### config.mk
export PLATFORM = sky130hd
export DESIGN_NAME = adc_align_ctrl
export DESIGN_NICKNAME = d
export VERILOG_FILES = /design/src/rtl/adc_align_ctrl.sv
export SDC_FILE = /design/constraint.sdc
export NUM_CORES = 1
export LEC_CHECK = 0
export ABC_CLOCK_PERIOD_IN_PS = 1960
export BUFFER_PORTS_ARGS = -buffer_cell sky130_fd_sc_hd__buf_4
export CAP_MARGIN = 10
export CORE_MARGIN = 4
export CORE_UTILIZATION = 48
export CTS_CLUSTER_DIAMETER = 100
export DETAILED_ROUTE_END_ITERATION = 10
export PLACE_DENSITY = 0.79
export SKIP_CTS_REPAIR_TIMING = 1
export SYNTH_ARGS = -nofsm -noshare
export SYNTH_HDL_FRONTEND = slang
export SYNTH_SLANG_ARGS = --single-unit
### constraint.sdc
create_clock -name CLKDIV -period 1.96 [get_ports CLKDIV]
set_input_delay 0.098 -clock CLKDIV [delete_from_list [all_inputs] [get_ports CLKDIV]]
set_output_delay 0.098 -clock CLKDIV [all_outputs]
set_load 0.1 [all_outputs]
### src/rtl/adc_align_ctrl.sv
// adc_align_ctrl: bit/word alignment trainer for the two-lane ADC LVDS rx path.
// Drives deserializer rst/ce/bitslip until d_in matches PATTERN stably.
// Ports:
//   CLKDIV, RST_N  parallel clock, async active-low reset
//   start          pulse, begins or restarts training (ignored while busy)
//   d_in           reassembled 16-bit sample word, one per cycle
//   serdes_rst     deserializer reset
//   serdes_ce      deserializer clock enable
//   bitslip        single-cycle slip pulse, shared by both lanes
//   busy           training in progress
//   aligned, fail  lock achieved / all positions tried
//   slip_cnt       bitslips issued in the current attempt
module adc_align_ctrl #(
  parameter logic [15:0] PATTERN       = 16'hA1B2,
  parameter int          RST_CYCLES    = 8,
  parameter int          SETTLE_CYCLES = 16,
  parameter int          MATCH_CNT     = 16,
  parameter int          SLIP_WAIT     = 4,
  parameter int          MAX_SLIPS     = 8
) (
  input  logic                         CLKDIV,
  input  logic                         RST_N,
  input  logic                         start,
  input  logic [15:0]                  d_in,
  output logic                         serdes_rst,
  output logic                         serdes_ce,
  output logic                         bitslip,
  output logic                         busy,
  output logic                         aligned,
  output logic                         fail,
  output logic [$clog2(MAX_SLIPS)-1:0] slip_cnt
);

  localparam int CMAX0 = (RST_CYCLES > SETTLE_CYCLES) ?
                         RST_CYCLES : SETTLE_CYCLES;
  localparam int CMAX  = (CMAX0 > SLIP_WAIT) ? CMAX0 : SLIP_WAIT;
  localparam int CW    = $clog2(CMAX + 1);
  localparam int MW    = $clog2(MATCH_CNT + 1);
  localparam int SW    = $clog2(MAX_SLIPS);

  typedef enum logic [2:0] {
    S_IDLE,
    S_SRST,
    S_SETTLE,
    S_COMPARE,
    S_SLIP,
    S_SWAIT,
    S_LOCKED,
    S_FAIL
  } state_t;

  state_t        state, state_n;
  logic [CW-1:0] cnt, cnt_n;
  logic [MW-1:0] match, match_n;
  logic [SW-1:0] slip_q, slip_n;

  logic rst_c, ce_c, bs_c, busy_c, al_c, fl_c;

  always_ff @(posedge CLKDIV or negedge RST_N) begin
    if (!RST_N) begin
      state  <= S_IDLE;
      cnt    <= '0;
      match  <= '0;
      slip_q <= '0;
    end else begin
      state  <= state_n;
      cnt    <= cnt_n;
      match  <= match_n;
      slip_q <= slip_n;
    end
  end

  always_comb begin
    state_n = state;
    cnt_n   = cnt;
    match_n = match;
    slip_n  = slip_q;
    unique case (state)
      S_IDLE, S_LOCKED, S_FAIL: begin
        if (start) begin
          state_n = S_SRST;
          cnt_n   = '0;
          match_n = '0;
          slip_n  = '0;
        end
      end
      S_SRST: begin
        if (cnt == CW'(RST_CYCLES - 1)) begin
          state_n = S_SETTLE;
          cnt_n   = '0;
        end else begin
          cnt_n = cnt + 1'b1;
        end
      end
      S_SETTLE: begin
        if (cnt == CW'(SETTLE_CYCLES - 1)) begin
          state_n = S_COMPARE;
          cnt_n   = '0;
          match_n = '0;
        end else begin
          cnt_n = cnt + 1'b1;
        end
      end
      S_COMPARE: begin
        if (d_in == PATTERN) begin
          match_n = match + 1'b1;
          if (match == MW'(MATCH_CNT - 1))
            state_n = S_LOCKED;
        end else if (slip_q == SW'(MAX_SLIPS - 1)) begin
          state_n = S_FAIL;
        end else begin
          state_n = S_SLIP;
          match_n = '0;
        end
      end
      S_SLIP: begin
        state_n = S_SWAIT;
        slip_n  = slip_q + 1'b1;
        cnt_n   = '0;
      end
      S_SWAIT: begin
        if (cnt == CW'(SLIP_WAIT - 1)) begin
          state_n = S_COMPARE;
          cnt_n   = '0;
          match_n = '0;
        end else begin
          cnt_n = cnt + 1'b1;
        end
      end
      default: state_n = S_IDLE;
    endcase
  end

  always_comb begin
    rst_c  = 1'b0;
    ce_c   = 1'b1;
    bs_c   = 1'b0;
    busy_c = 1'b1;
    al_c   = 1'b0;
    fl_c   = 1'b0;
    unique case (state)
      S_IDLE: begin
        rst_c  = 1'b1;
        ce_c   = 1'b0;
        busy_c = 1'b0;
      end
      S_SRST: begin
        rst_c = 1'b1;
        ce_c  = 1'b0;
      end
      S_SLIP:   bs_c = 1'b1;
      S_LOCKED: begin
        busy_c = 1'b0;
        al_c   = 1'b1;
      end
      S_FAIL: begin
        busy_c = 1'b0;
        fl_c   = 1'b1;
      end
      default: ;
    endcase
  end

  always_ff @(posedge CLKDIV or negedge RST_N) begin
    if (!RST_N) begin
      serdes_rst <= 1'b1;
      serdes_ce  <= 1'b0;
      bitslip    <= 1'b0;
      busy       <= 1'b0;
      aligned    <= 1'b0;
      fail       <= 1'b0;
    end else begin
      serdes_rst <= rst_c;
      serdes_ce  <= ce_c;
      bitslip    <= bs_c;
      busy       <= busy_c;
      aligned    <= al_c;
      fail       <= fl_c;
    end
  end

  // slip_q updates on the same edge that raises bitslip
  assign slip_cnt = slip_q;

endmodule

Word level (Yosys, flattened, before mapping):

Cells that the tools add are included.

* flip-flop bits (word level): 22
* output and inout bits: 9
* logic and storage cells: 68

* $add $sub $neg: 3
* eq/ne operators: 19
* mux-type cells: 26
* reduce and logical (&&, ||, !) cells: 10

Operators with widths (count)
* $mux W5: 8
* $pmux W5 S5: 1
* $mux W3: 7
* $pmux W5 S4: 1
* $pmux W3 S6: 1
* $eq A16 B16 Y1 const B: 1
* $eq A3 B3 Y1 const B: 5
* $add A5 B1 Y5 const B: 2
* $eq A5 B4 Y1 const B: 2
* $reduce_and A5 Y1: 2
* $eq A3 B2 Y1 const B: 2
* $mux W1: 6
* $ne A2 B2 Y1 const B: 3
* $ne A3 B3 Y1 const B: 2
* $pmux W3 S2: 1
* $eq A5 B2 Y1 const B: 1
* $eq A5 B3 Y1 const B: 1
* $reduce_bool A5 Y1: 1
* $reduce_and A2 Y1: 2
* $reduce_bool A4 Y1: 1
* $add A3 B1 Y3 const B: 1
* $eq A3 B1 Y1 const B: 1
* $logic_not A3 Y1: 1
* $reduce_or A3 Y1: 1
* other kinds (4): 4

Depth between registers and ports, before layout:

* word-level depth: 4
* mapped depth: 9
* mapped depth without buffers: 9

Worst setup path before layout:

Ideal clock, no wire load.

* path type: reg-to-reg
* start: register cnt[0]
* end: register cnt[3]
* setup time: 0.080 ns
* arrival: 1.877 ns
* required time: 1.880 ns
* setup slack: 0.003 ns
* cell stages (with the launch flop): 10
* clock period less this slack: 1.957 ns
* cell sequence: dfrtp_1 -> ha_1 -> nand3_1 -> inv_1 -> ha_1 -> nor2_1 -> o2bb2ai_1 -> a21oi_1 -> or4_4 -> o211ai_2

* cells in the longest elaborated chain, start to end: 3

Ends and longest elaborated chain
* start, declared: RTL line 53 `logic [CW-1:0] cnt, cnt_n;`
* start signal, assigned: RTL line 67 `cnt <= cnt_n;`
* $add A5 B1 Y5 (tied with other cells): RTL line 92, 101, 127
* $mux W5, on equally long branches: RTL line 122, 88, 96
* $pmux W5 S5 (*): RTL line 78 `unique case (state)`

Mark *: on every way between the ends. The rest lies on a longest branch, timed or not.
A chain may end at the register's enable or synchronous reset.

Worst setup path in the final report:

* start: register cnt[1]
* end: register match[2]

* cells in the longest elaborated chain, start to end: 3

Ends and longest elaborated chain
* $eq A5 B2 Y1 / $eq A5 B4 Y1 (equally long branches): RTL line 122, 96
* $ne A2 B2 Y1 (no line)
* $reduce_and A5 Y1 (no line) (*)
* end signal, assigned: RTL line 68 `match <= match_n;`
* end, declared: RTL line 54 `logic [MW-1:0] match, match_n;`

Marks and branches as above.

==> impl_metrics.ini <==
[status]
status = completed

[timing]
post-route-period-util_pct = 98.2
fin_ws_ns = 0.0344
tightest_slew_ns = 0.395
relSlewSlack_pct = 73.3
setup_viol = 0
clock_skew_ns = 0.0115
period_needed_ns = 1.93
finalMaxSlewViolations = 0
grt_setup_unrepaired = true
hold_viol_final = 0
fmax_mhz = 519

[synthesis]
ys_types = 40
syn-num-nets = 160
syn_area_per_cell_um2 = 9.39
yosysSeqAreaShare_pct = 43.8
yosysTopAreaCellShare_pct = 41.7
synth_area_um2 = 1260
syn_inst = 134
yosysWarnings = 0
yosys_register_bits = 22
synth_top_cell_by_area = dfrtp_1
synth.top_cells.by_area = dfrtp_1 (42%), ha_1 (7.0%), nand2_1 (5.7%)

[cells_and_area]
final_nets = 196
fillers = 196
n_antenna_cell = 0
post-route-util_pct = 64.2
final_common_cell = buf_4
drive_gt1_share_pct = 30.8
final_cells = 199
design_area_um2 = 1600
most-common-layout-cells = buf_4 (35), dfrtp_1 (21), nand2_1 (19)
syn_to_final_growth_pct = 27.4

[die]
die_w_um = 59.2
start_util_pct = 50.4
ios = 28
core_area_um2 = 2500
fp.dieH_um = 59.2
dieArea_um2 = 3510
rows = 18

[clock_tree]
cts.clk_slew.worst_paths_ns = 0.13
cts_num_sinks = 22
cts_buffers = 3
worstSkewPairLatency_ns = 0.31
cts_tree = built
clock-root-buffer = clkbuf_4
cts_buffer_depth = 2
htreeDepth = 1

[placement]
placed_area_um2 = 1530
dp_hpwl_um = 2180
io_buffer_count = 27
dp.cells = 193
gp_congestion = 0.882
dp_slack_ns = 0.0102

[flow_run]
drv_cap = 0

[global_routing]
grt_antenna_before_repair = 0
grt_remaining_overflow = 0
grt_pass1_vias = 1135
grt_first_pass_wirelength_um = 4660
grt_max_degree = 23
grt.total_usage_pct = 17.1

[pwr]
clkPwrFrac_pct = 11.4
pwr-share-comb_pct = 59.4
ir_drop_uv = 1230
p_sw_share_pct = 47.6
p_leak_nw = 0.791
power.share.sequential_pct = 29.3
p_sw_mw = 1.05
p_int_mw = 1.15
power_density_nw_per_um2 = 1370

[setup_path]
crit_arrival_ns = 2.12
cp-end-kind = register
cp-start-kind = register
slowest_delay_ns = 0.48
crit_type = register to register
path_max_fanout = 5
critPathSlowestCell = or4b_4
cp.required_ns = 2.16
critPathTopFamily = compound AO/OA/AOI/OAI gates
crit_buf_inv = 1
crit_chain = ha_1 -> buf_4 -> or4b_4 -> o211ai_2 -> o211ai_2 -> o21ai_1 -> o21ai_1

[route]
dr.pass1.iters = 5
drt_wl_total_um = 2790
drtIter0Drc = 33
drcViolationCount = 0
wl_per_cell_um = 14.0
antenna_left = 0
vias_per_cell = 5.76
vias = 1146

[hold_path]
hold_class = input pin to async pin
## cell type report
| type | instances | area (um2) | share of cell area, % |
|---|---|---|---|
| multi-input cells | 98 | 672 | 41.9 |
| flip-flops and latches | 22 | 552 | 34.4 |
| repair buffers | 36 | 273 | 17.0 |
| well taps | 30 | 37.5 | 2.34 |
| clock buffers | 4 | 36.3 | 2.26 |
| inverters | 9 | 33.8 | 2.11 |
## metrics by stage
| step | hold WS, ns | power, mW | setup TNS, ns |
|---|---|---|---|
| CTS | -0.346 | 2.14 | -0.0222 |
| floorplan | -0.198 | 1.54 | 0 |
| finish | 0.186 | 2.20 | 0 |
| global placement | -0.00296 | 1.85 | 0 |
| global route | 0.200 | 2.36 | -0.181 |
| detailed placement | -0.000252 | 1.89 | 0 |
## sequential cells by signal, summed over array words and instances, names as in the netlist
register and flops:
slip_cnt 3, aligned 1, bitslip 1, fail 1, state 3, serdes_rst 1, match 5, serdes_ce 1
busy 1, cnt 5
## Yosys cell counts, drive strengths merged
| master | number |
|---|---|
| a211o | 1 |
| a21boi | 1 |
| a21oi | 3 |
| a22o | 1 |
| a22oi | 1 |
| a2bb2oi | 1 |
| a31oi | 3 |
| and3 | 1 |
| and3b | 1 |
| and4 | 1 |
| buf | 5 |
| dfrtp | 21 |
| dfstp | 1 |
| ha | 7 |
| inv | 9 |
| mux2 | 1 |
| mux2i | 3 |
| nand2 | 19 |
| nand2b | 3 |
| nand3 | 9 |
| nand4 | 1 |
| nor2 | 9 |
| nor2b | 1 |
| nor3 | 3 |
| nor4b | 1 |
| nor4bb | 3 |
| o211ai | 4 |
| o21a | 1 |
| o21ai | 10 |
| o221ai | 1 |
| o2bb2ai | 2 |
| o311ai | 1 |
| or3 | 2 |
| or4 | 1 |
| or4b | 1 |
| xor2 | 1 |
## power groups by stage
stage,clock (mW),sequential (mW),combinational [mW]
2_1_floorplan,0,0.918,0.620
3_3_place_gp,0,0.647,1.21
3_5_place_dp,0,0.653,1.24
4_1_cts,0.254,0.643,1.25
5_1_grt,0.277,0.661,1.42
6_report,0.250,0.645,1.31
## path summary, 6_finish.rpt
path | start | end | slack, ns | cells past startpoint
max | cnt[1] | match[2] | 0.03 | 7
min | RST_N | cnt[3] | 0.19 | 2
max reg2reg | cnt[1] | match[2] | 0.03 | 7
min reg2reg | state[2] | serdes_rst | 0.47 | 1
max in group asynchronous | RST_N | serdes_rst | 1.51 | 2
min in group CLKDIV | start | slip_cnt[2] | 0.20 | 4
## per-layer routing
layer  GRT usage, %  wire, um  vias to the layer above
li1               -         -                      553
met1           19.7      1190                      545
met2           30.6      1390                       42
met3           4.58       165                        6
met4           5.18        38                        0
met5              0         0                        -
## cells by family (layout without fill, tap and decap cells)
group | after synthesis | in the layout | synth area share [%]
multiplexers | 4 | 4 | 3.28
adder cells (fa/ha/maj) | 7 | 7 | 6.96
AO/OA/AOI/OAI | 30 | 30 | 16.9
buffers and inverters | 14 | 49 | 4.67
XOR/XNOR | 1 | 1 | 0.696
flip-flops | 22 | 22 | 43.8
AND/OR/NAND/NOR | 56 | 56 | 23.7
## worst reg2reg max path, delay by kind of cell, from the launching register on
| kind | cells | cell delay (ns) |
|---|---|---|
| DFF | 1 | 0.40 |
| buffers and inverters | 1 | 0.14 |
| AOI/OAI and AO/OA | 4 | 0.61 |
| adders and majority gates | 1 | 0.19 |
| and+or+nand+nor | 1 | 0.48 |
Power figures use the tool's default switching activity.
